<file path="src/rtl/divide.sv">
// Sequential IEEE-754 single-precision divider: restoring mantissa division, one quotient bit per clock.
// Flush-to-zero on denormals, truncating rounding, NaN/Inf inputs report overflow rather than propagating.
module divide (
    input  logic        clk,
    input  logic        rst,
    input  logic        div_start,
    input  logic [31:0] op1,
    input  logic [31:0] op2,
    output logic        div_done,
    output logic        div_overflow,
    output logic        div_by_zero,
    output logic [31:0] div_result
);

    typedef enum logic [1:0] {
        ST_IDLE,
        ST_DIVIDE,
        ST_NORM,
        ST_DONE
    } state_t;

    localparam logic [4:0] LAST_ITER = 5'd24;

    state_t             state_q, state_d;
    logic               sign_q, sign_d;
    logic signed [9:0]  exp_q, exp_d;
    logic [24:0]        rem_q, rem_d;
    logic [23:0]        dvs_q, dvs_d;
    logic [24:0]        quo_q, quo_d;
    logic [4:0]         cnt_q, cnt_d;
    logic               done_q, done_d;
    logic               ovf_q, ovf_d;
    logic               dbz_q, dbz_d;
    logic [31:0]        result_q, result_d;

    logic [7:0]         exp1, exp2;
    logic               sign_in;
    logic [24:0]        rem_diff;
    logic signed [9:0]  exp_norm;
    logic [22:0]        frac_norm;

    assign exp1     = op1[30:23];
    assign exp2     = op2[30:23];
    assign sign_in  = op1[31] ^ op2[31];
    assign rem_diff = rem_q - {1'b0, dvs_q};

    always_ff @(posedge clk) begin
        if (rst) begin
            state_q  <= ST_IDLE;
            sign_q   <= 1'b0;
            exp_q    <= '0;
            rem_q    <= '0;
            dvs_q    <= '0;
            quo_q    <= '0;
            cnt_q    <= '0;
            done_q   <= 1'b0;
            ovf_q    <= 1'b0;
            dbz_q    <= 1'b0;
            result_q <= 32'h0;
        end else begin
            state_q  <= state_d;
            sign_q   <= sign_d;
            exp_q    <= exp_d;
            rem_q    <= rem_d;
            dvs_q    <= dvs_d;
            quo_q    <= quo_d;
            cnt_q    <= cnt_d;
            done_q   <= done_d;
            ovf_q    <= ovf_d;
            dbz_q    <= dbz_d;
            result_q <= result_d;
        end
    end

    always_comb begin
        state_d   = state_q;
        sign_d    = sign_q;
        exp_d     = exp_q;
        rem_d     = rem_q;
        dvs_d     = dvs_q;
        quo_d     = quo_q;
        cnt_d     = cnt_q;
        done_d    = done_q;
        ovf_d     = ovf_q;
        dbz_d     = dbz_q;
        result_d  = result_q;
        exp_norm  = exp_q;
        frac_norm = quo_q[23:1];

        case (state_q)
            ST_IDLE, ST_DONE: begin
                if (div_start) begin
                    sign_d = sign_in;
                    done_d = 1'b0;
                    ovf_d  = 1'b0;
                    dbz_d  = 1'b0;
                    // Special cases resolve on the accepting edge, in priority order.
                    if (exp2 == 8'h00) begin
                        result_d = {sign_in, 8'hFF, 23'h0};
                        dbz_d    = 1'b1;
                        done_d   = 1'b1;
                        state_d  = ST_DONE;
                    end else if (exp1 == 8'h00) begin
                        result_d = {sign_in, 31'h0};
                        done_d   = 1'b1;
                        state_d  = ST_DONE;
                    end else if (exp1 == 8'hFF || exp2 == 8'hFF) begin
                        result_d = {sign_in, 8'hFF, 23'h0};
                        ovf_d    = 1'b1;
                        done_d   = 1'b1;
                        state_d  = ST_DONE;
                    end else begin
                        exp_d   = $signed({2'b00, exp1}) - $signed({2'b00, exp2}) + 10'sd127;
                        rem_d   = {2'b01, op1[22:0]};
                        dvs_d   = {1'b1, op2[22:0]};
                        quo_d   = '0;
                        cnt_d   = '0;
                        state_d = ST_DIVIDE;
                    end
                end
            end

            ST_DIVIDE: begin
                if (rem_q >= {1'b0, dvs_q}) begin
                    quo_d = {quo_q[23:0], 1'b1};
                    rem_d = {rem_diff[23:0], 1'b0};
                end else begin
                    quo_d = {quo_q[23:0], 1'b0};
                    rem_d = {rem_q[23:0], 1'b0};
                end
                cnt_d = cnt_q + 5'd1;
                if (cnt_q == LAST_ITER) begin
                    state_d = ST_NORM;
                end
            end

            ST_NORM: begin
                // Quotient of two [1,2) mantissas lies in (0.5,2): at most one left shift.
                if (quo_q[24]) begin
                    frac_norm = quo_q[23:1];
                    exp_norm  = exp_q;
                end else begin
                    frac_norm = quo_q[22:0];
                    exp_norm  = exp_q - 10'sd1;
                end
                if (exp_norm >= 10'sd255) begin
                    result_d = {sign_q, 8'hFF, 23'h0};
                    ovf_d    = 1'b1;
                end else if (exp_norm <= 10'sd0) begin
                    result_d = {sign_q, 31'h0};
                end else begin
                    result_d = {sign_q, exp_norm[7:0], frac_norm};
                end
                done_d  = 1'b1;
                state_d = ST_DONE;
            end

            default: begin
                state_d = ST_IDLE;
            end
        endcase
    end

    assign div_done     = done_q;
    assign div_overflow = ovf_q;
    assign div_by_zero  = dbz_q;
    assign div_result   = result_q;

endmodule

</file>
<file path="config.mk">
export PLATFORM = sky130hd
export DESIGN_NAME = divide
export DESIGN_NICKNAME = d
export VERILOG_FILES = /design/src/rtl/divide.sv
export SDC_FILE = /design/constraint.sdc
export NUM_CORES = 1
export LEC_CHECK = 0
export CORE_AREA = 2 2 140 142
export CTS_CLUSTER_DIAMETER = 30
export DETAILED_ROUTE_END_ITERATION = 10
export DIE_AREA = 0 0 142 144
export PLACE_DENSITY_LB_ADDON = 0.15
export SYNTH_ARGS = -nofsm -noshare
export SYNTH_HDL_FRONTEND = slang
export SYNTH_SLANG_ARGS = --single-unit
</file>
<file path="constraint.sdc">
create_clock -name clk -period 5.5 [get_ports clk]
set_input_delay 1.65 -clock clk [delete_from_list [all_inputs] [get_ports clk]]
set_output_delay 1.65 -clock clk [all_outputs]
set_load 0.01 [all_outputs]
</file>
### Word-level counts from Yosys, hierarchy flattened

Cells that the tools add are included.

| cells by class | value |
|---|---|
| add/subtract/negate cells | 5 |
| multiply operators | 0 |
| divide/modulo/power cells | 0 |
| order comparisons | 3 |
| equal/unequal tests | 13 |
| shift operators | 0 |
| mux-type cells | 44 |
| bitwise logic cells | 4 |
| reduce and logical (&&, ||, !) cells | 14 |

Operators with widths:

| cell | count |
|---|---|
| 25-bit 2-to-1 mux | 9 |
| 32-bit 2-to-1 mux | 4 |
| 25-bit one-hot mux with 2 select lines | 2 |
| 32-bit one-hot mux with 2 select lines | 1 |
| 31-bit 2-to-1 mux | 2 |
| 25-bit by 24-bit greater-or-equal comparator with 1-bit output | 1 |
| 24-bit subtractor | 1 |
| 23-bit 2-to-1 mux | 1 |
| 10-bit 2-to-1 mux | 2 |
| 5-bit 2-to-1 mux | 4 |
| 8-bit equality test (second input constant) | 2 |
| 8-bit zero test | 2 |
| 2-bit != test (second input constant) | 6 |
| 9-bit by 8-bit adder with 10-bit output (second input constant) | 1 |
| 10-bit by 9-bit greater-or-equal comparator with 1-bit output (second input constant) | 1 |
| 10-bit by 1-bit <= comparator with 1-bit output (second input constant) | 1 |
| 1-bit 2-to-1 mux | 10 |
| 2-bit 2-to-1 mux | 5 |
| 5-bit one-hot mux with 2 select lines | 1 |
| 5-bit AND reduction | 2 |
| 10-bit by 2-bit subtractor with 10-bit output (second input constant) | 1 |
| 8-bit by 8-bit subtractor with 9-bit output | 1 |
| 2-bit one-hot mux with 3 select lines | 1 |
| 2-bit AND reduction | 3 |
| other kinds (13) | 19 |

| word-level totals | value |
|---|---|
| register bits after elaboration | 127 |
| bits in latches | 0 |
| RAM bits | 0 |
| memory bits (read-only) | 0 |
| input port bits | 67 |
| output and inout port bits | 35 |
| word-level logic and storage cells | 94 |
| memories kept | 0 |

### Depth between registers and ports, before layout

Gate-level depths: netlist of the first run.

| logic depth | value |
|---|---|
| word-level depth | 7 |
| mapped depth | 13 |
| depth with buffers taken out | 12 |

### Worst setup path after synthesis of the first run

OpenSTA, ideal clock, no wires.

| path | value |
|---|---|
| kind | input -> register |
| from | in op1[23] |
| to | reg exp_q[7] |
| setup time | 0.130 ns |
| arrival | 3.694 ns |
| data required time | 5.370 ns |
| slack | 1.675 ns |
| cell stages on the path | 12 |
| path buffers | 0 |
| cells stage by stage | inv_1 > ha_1 > inv_1 > fa_1 > a21o_1 > a21oi_1 > o21bai_1 > a21oi_1 > xor2_1 > nor4bb_1 > xnor2_1 > o31ai_1 |

| on the way | value |
|---|---|
| word-level cells in the longest chain between the ends | 4 |
| elaborated cells between the ends (all ways) | 8 |
| those cells by class | add/sub (2); eq/ne (1); bitwise (2); reduce/logical (3) |

Ends and longest elaborated chain:

| what | line | RTL |
|---|---|---|
| from (decl) | 7 | `input logic [31:0] op1,` |
| branches (longest 4 deep; another with 9-bit by 8-bit adder with 10-bit output) | -- |  |
| to (signal assigned) | 63 | `exp_q <= exp_d;` |
| to (decl) | 26 | `logic signed [9:0] exp_q, exp_d;` |

Several ways; the timed one is not identified.
A chain may end at the register's enable or synchronous reset.

### Worst setup path after layout of the first run

| path | value |
|---|---|
| from | in op2[23] |
| to | reg exp_q[7] |

| on the way | value |
|---|---|
| word-level cells in the longest chain between the ends | 4 |
| elaborated cells between the ends (all ways) | 8 |
| those cells by class | add/sub (2); eq/ne (1); bitwise (2); reduce/logical (3) |

Ends and longest elaborated chain:

| what | line | RTL |
|---|---|---|
| from (decl) | 8 | `input logic [31:0] op2,` |
| branches (longest 4 deep; another with 9-bit by 8-bit adder with 10-bit output) | -- |  |

Several ways; the timed one is not identified.

==> flow_summary.rst, run 1 <==
.. list-table::
   :header-rows: 1

   * - Metric
     - Value
   * - Run status
     - completed
   * - Synth Area in Adders
     - under 10%
   * - Standby leakage power
     - 0.00342 µW
   * - Nature of the critical path startpoint
     - input pin
   * - Critical path destination
     - exp_q[7]$_SDFFE_PP0P_
   * - Number of pins exceeding their max-slew limit in the final report
     - 0
   * - Flip-flop cell with the highest count after synthesis
     - sky130_fd_sc_hd__dfxtp_1
   * - Post-synth design cell area
     - 7460 µm²
   * - R2R depth
     - 10
   * - Overall die width
     - 142 µm
   * - Type of the worst setup path
     - input pin to flop
   * - Final instance area
     - 9310 µm²
   * - Detailed route wirelength on metal2
     - about 8500 µm
   * - Port buffer count
     - roughly 100
   * - Average vias per placed instance
     - 5.39
   * - Hold violation total from the final report
     - 0
   * - Portion of total power attributed to sequential cells
     - 21.6%
   * - Number of global-route vias before repair
     - 6226
   * - Simple-gate share of the synthesized area
     - a little over a fifth
   * - Worst min-delay path class
     - flop to flop
   * - Site Rows
     - slightly above 50
   * - Worst clock skew on the final layout
     - 11.8 ps
   * - Library cells used by synthesis
     - 77
   * - Final routed wirelength across all metal layers
     - 19000 µm
   * - Worst-path cell chain
     - clkdlybuf4s50_1 -> ha_1 -> inv_1 -> fa_1 -> a21o_1 -> a21oi_1 -> o21bai_1 -> a21oi_1 -> xor2_1 -> nor4bb_1 -> xnor2_1 -> o31ai_1
   * - Clock network fraction of total power
     - 21.4%
   * - Clock input transition at the sequential cells of the worst setup and hold paths
     - approximately 60 ps
   * - Combinational share of power
     - between 50% and 60%
   * - Post-synth EDFFs
     - 0
   * - Number of H-tree levels
     - 4
   * - Number of hold buffers added after CTS
     - 0
   * - Setup violators final
     - 0
   * - Pwr/cell area
     - approximately 630 nW/µm²
   * - Fraction of layout instances using a drive strength above 1
     - 8.06%
   * - Average instance area after synthesis
     - 7.98 µm²
   * - Post-synthesis share of cell area spent on xor and xnor gates
     - 3.64%
   * - Critical Path End Type
     - flop
   * - Fraction of registers with async set/reset
     - 0%
   * - Total via count in the routed design
     - 6839
   * - Worst-case clock buffer depth
     - 2
   * - Yosys warning count
     - 0
   * - Floorplan die height
     - between 100 and 150 µm
   * - Top fanout value on the critical path
     - 3
   * - Per-cell routed wire length
     - between 10 and 15 µm
   * - Reg-to-reg setup timing slack
     - ~2100 ps
   * - Number of cells upsized or downsized after cts
     - 0
   * - VDD IR max
     - 0.451 mV
   * - Clock latency of the later-clocked register in the worst-skew pair
     - roughly 420 ps
   * - Crit path buffers/inverters
     - 2
   * - Relative max-transition margin
     - 51.8%
   * - Largest net degree at the start of global routing
     - 55
   * - Max stage delay cell, worst path
     - sky130_fd_sc_hd__clkdlybuf4s50_1
   * - Delay of the slowest cell on the worst path
     - just over 500 ps
   * - Met1 routed wirelength after detailed routing
     - 9630 µm
   * - Path length in cells of the critical path
     - 12
   * - Post-layout minimum cycle time
     - 4150 ps
   * - Boundary Pins
     - 102
   * - Cell area after placement
     - about 8600 µm²
   * - First-pass GRT wire length
     - 31200 µm
   * - Worst slew pin tran
     - 724 ps
   * - Syn-to-layout area delta
     - 24.7%
   * - Data arrival at the endpoint of the critical path
     - 4490 ps
   * - Post-Syn Instances
     - 935
   * - Setup repair after global routing missed its margin
     - false
   * - Achievable frequency
     - 241 MHz
   * - Weighted congestion at the end of routability-driven global placement
     - 0.815
   * - Internal power component
     - 3210 µW
   * - Highest metal used
     - met4
   * - Cell seen most often among critical-path stages
     - sky130_fd_sc_hd__a21oi_1
   * - Final cycle utilization of the critical path
     - between 70 and 80%
   * - Initial Utilization
     - between 30% and 40%
   * - Compound-cell area share of the yosys netlist
     - approximately a quarter
   * - Total congestion overflow after global routing
     - 0
   * - Number of antenna violations at the first check in global routing
     - 0
   * - CTS root buffer
     - sky130_fd_sc_hd__clkbuf_16
   * - Routed Antenna Nets
     - 0
   * - Number of post-CTS setup repair buffers
     - 0
   * - TritonCTS sink count
     - 127
   * - Count of state elements after synthesis
     - 127
   * - Post-synthesis sequential area ratio
     - 34.1%
   * - Worst setup path startpoint
     - op2[23]
   * - Total clock buffers created by CTS
     - 17
   * - Core Region
     - 19100 µm²
   * - Reg-to-reg critical path endpoint
     - rem_q[23]$_SDFFE_PP0P_
   * - Largest family of logic cells by synthesized area
     - compound AO/OA/AOI/OAI gates
   * - N_diodes
     - 0
   * - Worst R2R Start
     - dvs_q[16]$_SDFFE_PP0P_
   * - Floorplan die area
     - 20400 µm²
   * - Final TNS setup
     - 0 ps
   * - Gate family responsible for the most delay along the worst path
     - compound AO/OA/AOI/OAI gates
   * - Net load switching power
     - 2680 µW
   * - Dpl hpwl
     - 13500 µm
   * - Number of design-rule violations left by the first detailed-router iteration
     - roughly 340
   * - Number of remaining DRC errors
     - 0
   * - Worst Path Required
     - a little under 6000 ps
   * - Number of violations of the max-capacitance limit
     - 0
   * - Number of optimization iterations in the first detailed-route pass
     - 5
   * - Clock tree from TritonCTS
     - yes
   * - Switch share
     - between 40 and 50%
   * - Post-synth net total
     - 1043
   * - DR WL met3
     - 654 µm
   * - Total number of nets in the final design
     - around 1100
   * - Share of cell area taken by muxes after synthesis
     - 3.62%
   * - Total global routing track utilization
     - 18.8%
## logic make-up after synthesis
family                     Yosys count
adders and majority gates           41
AOI/OAI and AO/OA                  273
and+or+nand+nor                    333
DFF                                127
buffers and inverters              103
xor gates and xnor gates            31
muxes                               27
## state kept, by name, summed over array words and instances (netlist names)
name	flops
sign_q	1
cnt_q	5
exp_q	10
div_by_zero	1
state_q	2
quo_q	25
div_result	32
div_overflow	1
rem_q	25
div_done	1
dvs_q	24
## power groups by stage
| stage | clock, µW | combinational (µW) | sequential (µW) |
|---|---|---|---|
| global route | 1330 | 3750 | 1290 |
| global placement | 0 | 3340 | 1280 |
| detailed placement | 0 | 3350 | 1290 |
| floorplan | 0 | 2590 | 1250 |
| CTS | 1290 | 3370 | 1270 |
| finish | 1260 | 3360 | 1270 |
## through the flow
| stage | power, µW | hold WS (ps) | setup WS (ps) | std cells | utilization [%] |
|---|---|---|---|---|---|
| global route | 6370 | 468 | 1140 | 1268 | 48.8 |
| floorplan | 3840 | 435 | 1680 | 935 | - |
| CTS | 5930 | 455 | 1390 | 1268 | 48.8 |
| finish | 5890 | 450 | 1350 | 1268 | 48.8 |
| global placement | 4620 | 436 | 1020 | 1236 | 45.3 |
| detailed placement | 4640 | 442 | 951 | 1236 | 45.3 |
## final cells by class
| cell class | count | area, µm² |
|---|---|---|
| clock buffers | 21 | 460 |
| clock inverters | 11 | 201 |
| fillers | 1917 | 9770 |
| inverters | 53 | 199 |
| multi-input cells | 705 | 4510 |
| flip-flops and latches | 127 | 2540 |
| well taps | 238 | 298 |
| repair buffers | 113 | 1100 |
## Yosys cell counts (all sizes together) (4+ instances only)
| master | n | share of area (%) |
|---|---|---|
| ha | 39 | 6.5 |
| dfxtp | 127 | 34 |
| nor2b | 10 | 0.84 |
| o311ai | 5 | 0.59 |
| xnor2 | 20 | 2.3 |
| o211ai | 16 | 1.6 |
| a22oi | 6 | 0.60 |
| nor2 | 60 | 3.0 |
| a31oi | 9 | 0.84 |
| o311a | 4 | 0.54 |
| a21oi | 87 | 5.9 |
| nor4 | 9 | 0.75 |
| or3 | 9 | 0.82 |
| nand3 | 46 | 3.1 |
| nand4 | 12 | 1.0 |
| a21o | 7 | 0.70 |
| and3 | 6 | 0.50 |
| a21boi | 7 | 0.85 |
| inv | 53 | 2.7 |
| o41ai | 6 | 0.80 |
| nor3 | 17 | 1.2 |
| a32o | 7 | 0.94 |
| nand2 | 138 | 7.0 |
| o21ai | 71 | 5.8 |
| buf | 8 | 1.0 |
| nand2b | 7 | 0.59 |
| xor2 | 11 | 1.3 |
| a211oi | 15 | 1.5 |
| clkbuf | 42 | 2.1 |
| o211a | 4 | 0.54 |
| o31ai | 4 | 0.40 |
| mux2i | 27 | 3.6 |
## how the worst min path moves through the flow
stage,cells past startpoint,end,from
2_1_floorplan,2,dvs_q[23]$_SDFFE_PP0P_,dvs_q[23]$_SDFFE_PP0P_
3_3_place_gp,2,div_result[0]$_SDFFE_PP0P_,div_result[0]$_SDFFE_PP0P_
3_5_place_dp,2,div_result[3]$_SDFFE_PP0P_,div_result[3]$_SDFFE_PP0P_
4_1_cts,2,dvs_q[9]$_SDFFE_PP0P_,dvs_q[9]$_SDFFE_PP0P_
5_1_grt,2,div_result[16]$_SDFFE_PP0P_,div_result[16]$_SDFFE_PP0P_
6_report,2,div_result[4]$_SDFFE_PP0P_,div_result[4]$_SDFFE_PP0P_
## layout by cell type (no fill, tap or decap), drive strengths merged, types with 9 or more instances in the layout
cell type	synthesis	routed
nor2	60	60
dfxtp	127	127
nor4	9	9
nand2	138	138
clkdlybuf4s50	0	100
a31oi	9	9
xor2	11	11
buf	8	13
nor2b	10	10
nand4	12	12
xnor2	20	20
clkbuf	42	21
o21ai	71	71
nor3	17	17
o211ai	16	16
nand3	46	46
mux2i	27	27
a211oi	15	15
inv	53	55
a21oi	87	87
ha	39	39
or3	9	9
## worst min-delay path: stages (launching register included)
cell and delay, ps:
sky130_fd_sc_hd__dfxtp_1 320, sky130_fd_sc_hd__nand2_1 60, sky130_fd_sc_hd__o21ai_2 40
## layer usage
layer / track usage (%) / up-vias
li1: - / 3539
met1: 26.2 / 3178
met2: 29.8 / 108
met3: 3.84 / 14
met4: 4.89 / 0
met5: 0 / -
Note: power is estimated with default switching activity, not from simulation.
==> run 2, diff against run 1 <==
==> constraint.sdc (replaced) <==
create_clock -name clk -period 3.95 [get_ports clk]
set_input_delay 1.185 -clock clk [delete_from_list [all_inputs] [get_ports clk]]
set_output_delay 1.185 -clock clk [all_outputs]
set_load 0.01 [all_outputs]
==> flow_summary.rst, run 2 (synthesis results as in run 1) <==
.. list-table::
   :header-rows: 1

   * - Metric
     - Value
   * - Floorplan die area
     - 20400 µm² (unchanged)
   * - Overall power of the completed layout
     - 8080 µW (+37%)
   * - Gate family responsible for the most delay along the worst path
     - compound AO/OA/AOI/OAI gates
   * - Run status
     - completed
   * - Port buffer count
     - 101 (unchanged)
   * - Worst clock skew on the final layout
     - 9.57 ps (-2.27 ps)
   * - Most common cell after layout, fill and taps aside
     - sky130_fd_sc_hd__nand2_1
   * - Delay of the slowest cell on the worst path
     - 500 ps (about the same)
   * - Number of hold buffers added after CTS
     - 0 (unchanged)
   * - Number of violations of the max-capacitance limit
     - 0 (unchanged)
   * - Worst min-delay path class
     - flop to flop
   * - Number of cells upsized or downsized after cts
     - 0 (unchanged)
   * - Final TNS setup
     - 0 ps (unchanged)
   * - Initial Utilization
     - 39.1% (unchanged)
   * - Pwr/cell area
     - 866 nW/µm² (+37%)
   * - Number of H-tree levels
     - 4 (unchanged)
   * - Cell seen most often among critical-path stages
     - sky130_fd_sc_hd__a21oi_1
   * - First-pass GRT wire length
     - 31200 µm (about the same)
   * - Largest net degree at the start of global routing
     - 95 (+73%)
   * - Relative max-transition margin
     - 60.9% (+9.2 points)
   * - Total clock buffers created by CTS
     - 17 (unchanged)
   * - Utilization of the core after routing
     - 48.9% (+0.11 points)
   * - Routed Antenna Nets
     - 0 (unchanged)
   * - Clock tree from TritonCTS
     - yes
   * - Dpl hpwl
     - 13500 µm (+0.64%)
   * - TritonCTS sink count
     - 127 (unchanged)
   * - Type of the worst setup path
     - input pin to flop
   * - Site Rows
     - 51 (unchanged)
   * - Worst-case clock buffer depth
     - 2 (unchanged)
   * - N_diodes
     - 0 (unchanged)
   * - Worst hold margin
     - 450 ps (+0.834 ps)
   * - Number of pins exceeding their max-slew limit in the final report
     - 0 (unchanged)
   * - Clock input transition at the sequential cells of the worst setup and hold paths
     - 60 ps (about the same)
   * - Number of post-CTS setup repair buffers
     - 0 (unchanged)
   * - Crit path buffers/inverters
     - 2 (unchanged)
   * - Number of antenna violations at the first check in global routing
     - 0 (unchanged)
   * - Total number of nets in the final design
     - 1136 (+0.98%)
   * - Worst-path cell chain
     - clkdlybuf4s50_1 -> ha_1 -> inv_1 -> fa_1 -> a21o_1 -> a21oi_1 -> o21bai_1 -> a21oi_1 -> xor2_1 -> nor4bb_1 -> xnor2_1 -> o31ai_1
   * - Total global routing track utilization
     - 18.9% (+0.038 points)
   * - Most used cells in the layout excluding fill and tap cells
     - 137 x sky130_fd_sc_hd__nand2_1, 127 x sky130_fd_sc_hd__dfxtp_1, 100 x sky130_fd_sc_hd__clkdlybuf4s50_1
   * - Setup violators final
     - 0 (unchanged)
   * - Top fanout value on the critical path
     - 3 (unchanged)
   * - Final cycle utilization of the critical path
     - 87.8%
   * - Standby leakage power
     - 0.00345 µW (+0.76%)
   * - Total via count in the routed design
     - 6852 (+0.19%)
   * - Data arrival at the endpoint of the critical path
     - 3810 ps (-680 ps)
   * - Number of global-route vias before repair
     - 6248 (+0.35%)
   * - Total area of sequential cells
     - 2540 µm² (unchanged)
   * - Average vias per placed instance
     - 5.36 (-0.67%)
   * - Post-layout minimum cycle time
     - roughly 3500 ps
   * - Worst Path Required
     - 4290 ps (-1540 ps)
   * - Weighted congestion at the end of routability-driven global placement
     - 0.849 (+4.1%)
   * - Number of design-rule violations left by the first detailed-router iteration
     - 297 (-12%)
   * - Max stage delay cell, worst path
     - sky130_fd_sc_hd__clkdlybuf4s50_1
   * - VDD IR max
     - 0.558 mV (+24%)
   * - Area of the multi-input gates
     - 4510 µm² (unchanged)
   * - Number of remaining DRC errors
     - 0 (unchanged)
   * - Final routed wirelength across all metal layers
     - 18900 µm (-0.60%)
   * - Achievable frequency
     - 288 MHz
   * - Worst slew pin tran
     - 584 ps (-140 ps)
   * - Clock latency of the later-clocked register in the worst-skew pair
     - 430 ps (about the same)
   * - Layout fillers
     - 1885 (-1.7%)
   * - Overall die width
     - 142 µm (unchanged)
   * - Critical Path End Type
     - flop
   * - Nature of the critical path startpoint
     - input pin
   * - Flip-flop count of the largest register, all copies and words added
     - 32 (unchanged)
   * - Setup repair after global routing missed its margin
     - false
   * - Total congestion overflow after global routing
     - 0 (unchanged)
   * - Fraction of layout instances using a drive strength above 1
     - 9.22% (+1.2 points)
   * - Number of optimization iterations in the first detailed-route pass
     - 6 (+1)
   * - Boundary Pins
     - 102 (unchanged)
   * - Floorplan die height
     - 144 µm (unchanged)
   * - Per-cell routed wire length
     - 14.7 µm (-1.5%)
   * - Hold violation total from the final report
     - 0 (unchanged)
   * - Core Region
     - 19100 µm² (unchanged)
   * - CTS root buffer
     - sky130_fd_sc_hd__clkbuf_16
   * - Syn-to-layout area delta
     - 25.0%
## run 2: changes by cell type in the layout (fill, tap and decap cells not counted), moves of 2 or more
cell	change
sky130_fd_sc_hd__clkbuf_1	-2
sky130_fd_sc_hd__bufinv_16	-4
sky130_fd_sc_hd__buf_12	+3
sky130_fd_sc_hd__clkinv_2	+4
sky130_fd_sc_hd__buf_4	+8
sky130_fd_sc_hd__clkbuf_8	-2
## run 2: power by group
group | switching [µW] | internal [µW]
Combinational | 2930 | 1880
Sequential | 209 | 1550
Clock | 631 | 872
Total | 3770 | 4310
## run 2: layout make-up
class | count | area share, %
Clock buffer | 17 | 4.56
Clock inverter | 15 | 1.48
Inverter | 53 | 2.13
Multi-Input combinational cell | 705 | 48.3
Sequential cell | 127 | 27.3
Tap cell | 238 | 3.19
Timing Repair Buffer | 124 | 13.0
## run 2: final timing paths
check                           depth (start not counted)                          to                       start  slack (ps)
worst min register to register                          2  div_result[3]$_SDFFE_PP0P_  div_result[3]$_SDFFE_PP0P_         450
worst max register to register                         10      rem_q[19]$_SDFFE_PP0P_      dvs_q[22]$_SDFFE_PP0P_         730
worst min-delay path                                    2  div_result[3]$_SDFFE_PP0P_  div_result[3]$_SDFFE_PP0P_         450
worst max-delay path                                   12       exp_q[7]$_SDFFE_PP0P_                     op2[23]         480
## run 2: per-layer routing
layer  vias up  global-route usage [%]  part of all wire, %
met4         0                    4.58                 0.65
met3         6                    4.07                  4.1
li1       3558                       -                    -
met1      3158                    26.4                   51
met5         -                       0                    0
met2       130                    29.6                   44
## run 2: tightest hold or removal path, delay by kind of cell (launching register included)
family             cells  cell delay, ps
and+or+nand+nor        1              60
DFF                    1             320
AOI/OAI and AO/OA      1              40
## run 2: through the flow
stage / worst slack, ps / cell area (µm²) / instances
floorplan: 590 / 7460 / 935
global placement: 50.8 / 8760 / 1247
detailed placement: 51.8 / 8760 / 1247
CTS: 489 / 9330 / 1279
global route: 196 / 9330 / 1279
finish: 482 / 9330 / 1279
==> run 3, diff against run 2 <==
--- a/config.mk
+++ b/config.mk
@@ -5,10 +5,11 @@
 export SDC_FILE = /design/constraint.sdc
 export NUM_CORES = 1
 export LEC_CHECK = 0
-export CORE_AREA = 2 2 140 142
+export ABC_AREA = 1
+export CORE_AREA = 2 2 147 149
 export CTS_CLUSTER_DIAMETER = 30
 export DETAILED_ROUTE_END_ITERATION = 10
-export DIE_AREA = 0 0 142 144
+export DIE_AREA = 0 0 149 151
 export PLACE_DENSITY_LB_ADDON = 0.15
 export SYNTH_ARGS = -nofsm -noshare
 export SYNTH_HDL_FRONTEND = slang
==> flow_summary.rst, run 3 <==
.. list-table::
   :header-rows: 1

   * - Metric
     - Value
   * - Run status
     - completed
   * - Number of global-route vias before repair
     - 7550 (+21%)
   * - Number of optimization iterations in the first detailed-route pass
     - 4 (-2)
   * - Worst-path cell chain
     - clkdlybuf4s50_1 -> ha_1 -> inv_1 -> fa_1 -> xnor2_1 -> nand2_1 -> nor2_1 -> nand3_1 -> nor2_1 -> nand2_1 -> nand2_1 -> nand3_1 -> a21oi_1
   * - Hold violation total from the final report
     - 0 (unchanged)
   * - Critical Path End Type
     - flop
   * - Syn-to-layout area delta
     - 21.4%
   * - Post-synth top area share
     - 31.0% (-3.1 points)
   * - Number of cells upsized or downsized after cts
     - 0 (unchanged)
   * - Switch share
     - 48.8% (+2.1 points)
   * - Post-synth net total
     - 1337 (+28%)
   * - Weighted congestion at the end of routability-driven global placement
     - 0.901 (+6.1%)
   * - Number of remaining DRC errors
     - 0 (unchanged)
   * - Number of antenna violations at the first check in global routing
     - 0 (unchanged)
   * - Top area cells in the synthesized netlist
     - sky130_fd_sc_hd__dfxtp_1 31%, sky130_fd_sc_hd__nand2_1 11%, sky130_fd_sc_hd__a21oi_1 10%
   * - First-pass GRT wire length
     - 37700 µm (+21%)
   * - Cell area after placement
     - 9370 µm² (+6.9%)
   * - Worst slew pin tran
     - 661 ps (+76.6 ps)
   * - Portion of total power attributed to sequential cells
     - 20.7% (-1.1 points)
   * - Final routed wirelength across all metal layers
     - 22700 µm (+20%)
   * - TritonCTS sink count
     - 127 (unchanged)
   * - Total congestion overflow after global routing
     - 0 (unchanged)
   * - Number of violations of the max-capacitance limit
     - 0 (unchanged)
   * - Total number of nets in the final design
     - 1410 (+24%)
   * - Layout fillers
     - 2176 (+15%)
   * - Most frequent cell after synthesis
     - sky130_fd_sc_hd__nand2_1
   * - Per-cell routed wire length
     - 14.3 µm (-3.1%)
   * - Setup slack at placement
     - 324 ps (+272 ps)
   * - Reg-to-reg critical path endpoint
     - rem_q[21]$_SDFFE_PP0P_
   * - Average vias per placed instance
     - 5.07 (-5.4%)
   * - Total global routing track utilization
     - 20.7% (+1.9 points)
   * - Number of post-CTS setup repair buffers
     - 0 (unchanged)
   * - Worst Path Required
     - 4300 ps (about the same)
   * - Combinational share of power
     - 60.7% (+1.1 points)
   * - Clock latency of the later-clocked register in the worst-skew pair
     - 420 ps (about the same)
   * - VDD IR max
     - 0.371 mV (-34%)
   * - Max stage delay cell, worst path
     - sky130_fd_sc_hd__clkdlybuf4s50_1
   * - Number of H-tree levels
     - 4 (unchanged)
   * - Post-Syn Instances
     - 1229 (+31%)
   * - Instance count along the most critical hold path
     - 2 (unchanged)
   * - Final instance area
     - 9970 µm² (+6.9%)
   * - Floorplan die height
     - 151 µm (+4.9%)
   * - Fraction of layout instances using a drive strength above 1
     - 8.23% (-1.0 points)
   * - Worst min-delay path endpoint
     - dvs_q[2]$_SDFFE_PP0P_
   * - Post-synth design cell area
     - 8210 µm² (+10%)
   * - Number of hold buffers added after CTS
     - 0 (unchanged)
   * - Worst min-delay path class
     - flop to flop
   * - Final TNS setup
     - 0 ps (unchanged)
   * - Count of state elements after synthesis
     - 127 (unchanged)
   * - Number of pins exceeding their max-slew limit in the final report
     - 0 (unchanged)
   * - Total via count in the routed design
     - 8050 (+17%)
   * - R2R depth
     - 14 (+4)
   * - Type of the worst setup path
     - input pin to flop
   * - Post-synthesis sequential area ratio
     - 31.0% (-3.1 points)
   * - Average instance area after synthesis
     - 6.68 µm² (-16%)
   * - Flip-flop count of the largest register, all copies and words added
     - 32 (unchanged)
   * - Top fanout value on the critical path
     - 3 (unchanged)
   * - Dpl hpwl
     - 16100 µm (+19%)
   * - Internal power component
     - 4510 µW (+4.7%)
   * - Fraction of registers with async set/reset
     - 0% (unchanged)
   * - Worst-case clock buffer depth
     - 2 (unchanged)
   * - Total clock buffers created by CTS
     - 17 (unchanged)
   * - Flip-flop cell with the highest count after synthesis
     - sky130_fd_sc_hd__dfxtp_1
   * - Post-route worst setup slack
     - 751 ps (+269 ps)
   * - Clock input transition at the sequential cells of the worst setup and hold paths
     - 60 ps (about the same)
   * - Relative max-transition margin
     - 55.8% (-5.1 points)
   * - Post-synth EDFFs
     - 0 (unchanged)
   * - Routed Antenna Nets
     - 0 (unchanged)
   * - Final cycle utilization of the critical path
     - 81.0% (-6.8 points)
   * - Boundary Pins
     - 102 (unchanged)
   * - Setup repair after global routing missed its margin
     - false
   * - CTS root buffer
     - sky130_fd_sc_hd__clkbuf_16
   * - Cell seen most often among critical-path stages
     - sky130_fd_sc_hd__nand2_1
   * - Clock tree from TritonCTS
     - yes
   * - Most used cells in the layout excluding fill and tap cells
     - 240 x sky130_fd_sc_hd__nand2_1, 167 x sky130_fd_sc_hd__a21oi_1, 128 x sky130_fd_sc_hd__inv_1
   * - Nature of the critical path startpoint
     - input pin
   * - Worst R2R Start
     - dvs_q[2]$_SDFFE_PP0P_
   * - Data arrival at the endpoint of the critical path
     - 3550 ps (-260 ps)
   * - Delay of the slowest cell on the worst path
     - 510 ps (about the same)
   * - Worst hold margin
     - 459 ps (+8.69 ps)
   * - Achievable frequency
     - 313 MHz (+8.4%)
   * - Yosys warning count
     - 0 (unchanged)
   * - Largest net degree at the start of global routing
     - 51 (-46%)
   * - Core Region
     - 20800 µm² (+9.1%)
   * - Site Rows
     - 53 (+3.9%)
   * - N_diodes
     - 0 (unchanged)
   * - Standby leakage power
     - 0.00420 µW (+22%)
   * - Reg-to-reg setup timing slack
     - 1270 ps (+540 ps)
   * - Worst setup path startpoint
     - op2[23]
   * - Library cells used by synthesis
     - 47 (-39%)
   * - Hold path startpoint
     - dvs_q[2]$_SDFFE_PP0P_
   * - Pwr/cell area
     - 884 nW/µm² (+2.0%)
   * - Most common cell after layout, fill and taps aside
     - sky130_fd_sc_hd__nand2_1
   * - Overall power of the completed layout
     - 8810 µW (+9.1%)
   * - Setup violators final
     - 0 (unchanged)
   * - Clock network fraction of total power
     - 18.5% (about the same)
   * - Net load switching power
     - 4300 µW (+14%)
   * - Floorplan die area
     - 22500 µm² (+10%)
   * - Commonest cells post-synth
     - 240 x sky130_fd_sc_hd__nand2_1, 167 x sky130_fd_sc_hd__a21oi_1, 129 x sky130_fd_sc_hd__inv_1
   * - Number of design-rule violations left by the first detailed-router iteration
     - 446 (+50%)
   * - Overall die width
     - 149 µm (+4.9%)
   * - Port buffer count
     - 101 (unchanged)
   * - Library cell with the largest summed area after synthesis
     - sky130_fd_sc_hd__dfxtp_1
   * - Worst clock skew on the final layout
     - 11.2 ps (+1.58 ps)
   * - Initial Utilization
     - 39.4% (+0.33 points)
   * - Post-layout minimum cycle time
     - 3200 ps (-269 ps)
==> run 3: cell types whose count changed after synthesis, moves of 15 or more <==
cell and delta:
sky130_fd_sc_hd__nor2_1 +64, sky130_fd_sc_hd__nand4_1 +48, sky130_fd_sc_hd__nand3_1 +15, sky130_fd_sc_hd__o21ai_1 +19, sky130_fd_sc_hd__o21ai_0 +33, sky130_fd_sc_hd__buf_2 +23, sky130_fd_sc_hd__inv_1 +76, sky130_fd_sc_hd__mux2i_1 -27
sky130_fd_sc_hd__a21oi_1 +82, sky130_fd_sc_hd__o21ai_2 -19, sky130_fd_sc_hd__clkbuf_1 -15, sky130_fd_sc_hd__nand2_1 +103
==> run 3: final cells by class <==
cell class              count  area (µm²)  area share, %
repair buffers            116        1140           11.5
inverters                 139         524           5.26
clock inverters             9         134           1.34
multi-input cells         901        4810           48.3
clock buffers              21         470           4.72
flip-flops and latches    127        2540           25.5
well taps                 275         344           3.45
==> run 3: worst max path at each step <==
stage                       endpoint
2_1_floorplan  exp_q[9]$_SDFFE_PP0P_
3_3_place_gp   exp_q[9]$_SDFFE_PP0P_
3_5_place_dp   exp_q[9]$_SDFFE_PP0P_
4_1_cts        exp_q[9]$_SDFFE_PP0P_
5_1_grt        exp_q[8]$_SDFFE_PP0P_
6_report       exp_q[9]$_SDFFE_PP0P_
==> run 3: cell families after synthesis <==
logic type	count (synthesis)	synth area share (%)
AOI/OAI and AO/OA	294	18.9
xor gates and xnor gates	23	2.45
DFF	127	31.0
buffers and inverters	201	10.5
adders and majority gates	41	6.43
and+or+nand+nor	543	30.8
==> run 3: power groups by stage <==
stage | registers [µW] | logic, µW | clock network, µW
finish | 1830 | 5350 | 1630
global route | 1860 | 6060 | 1730
CTS | 1830 | 5380 | 1670
detailed placement | 1850 | 5350 | 0
global placement | 1850 | 5320 | 0
floorplan | 1840 | 4110 | 0
==> run 3: routing by layer <==
layer,vias up,global-route usage [%],wire (µm)
met3,22,4.22,825
met4,0,4.67,286
met1,3656,27.7,11200
li1,4227,-,-
met2,145,34.6,10400
met5,-,0,0
==> run 3: through the flow <==
stage | util, % | instances
floorplan | - | 1229
global placement | 45.0 | 1558
detailed placement | 45.0 | 1558
CTS | 47.9 | 1588
global route | 47.9 | 1588
finish | 47.9 | 1588
==> run 3: worst max-delay path, delay by kind of cell <==
kind | cells | cell delay [ps]
compound gates | 1 | 120
xor+xnor | 1 | 310
fa+ha+maj | 2 | 590
simple gates | 7 | 760
buf+inv | 2 | 580
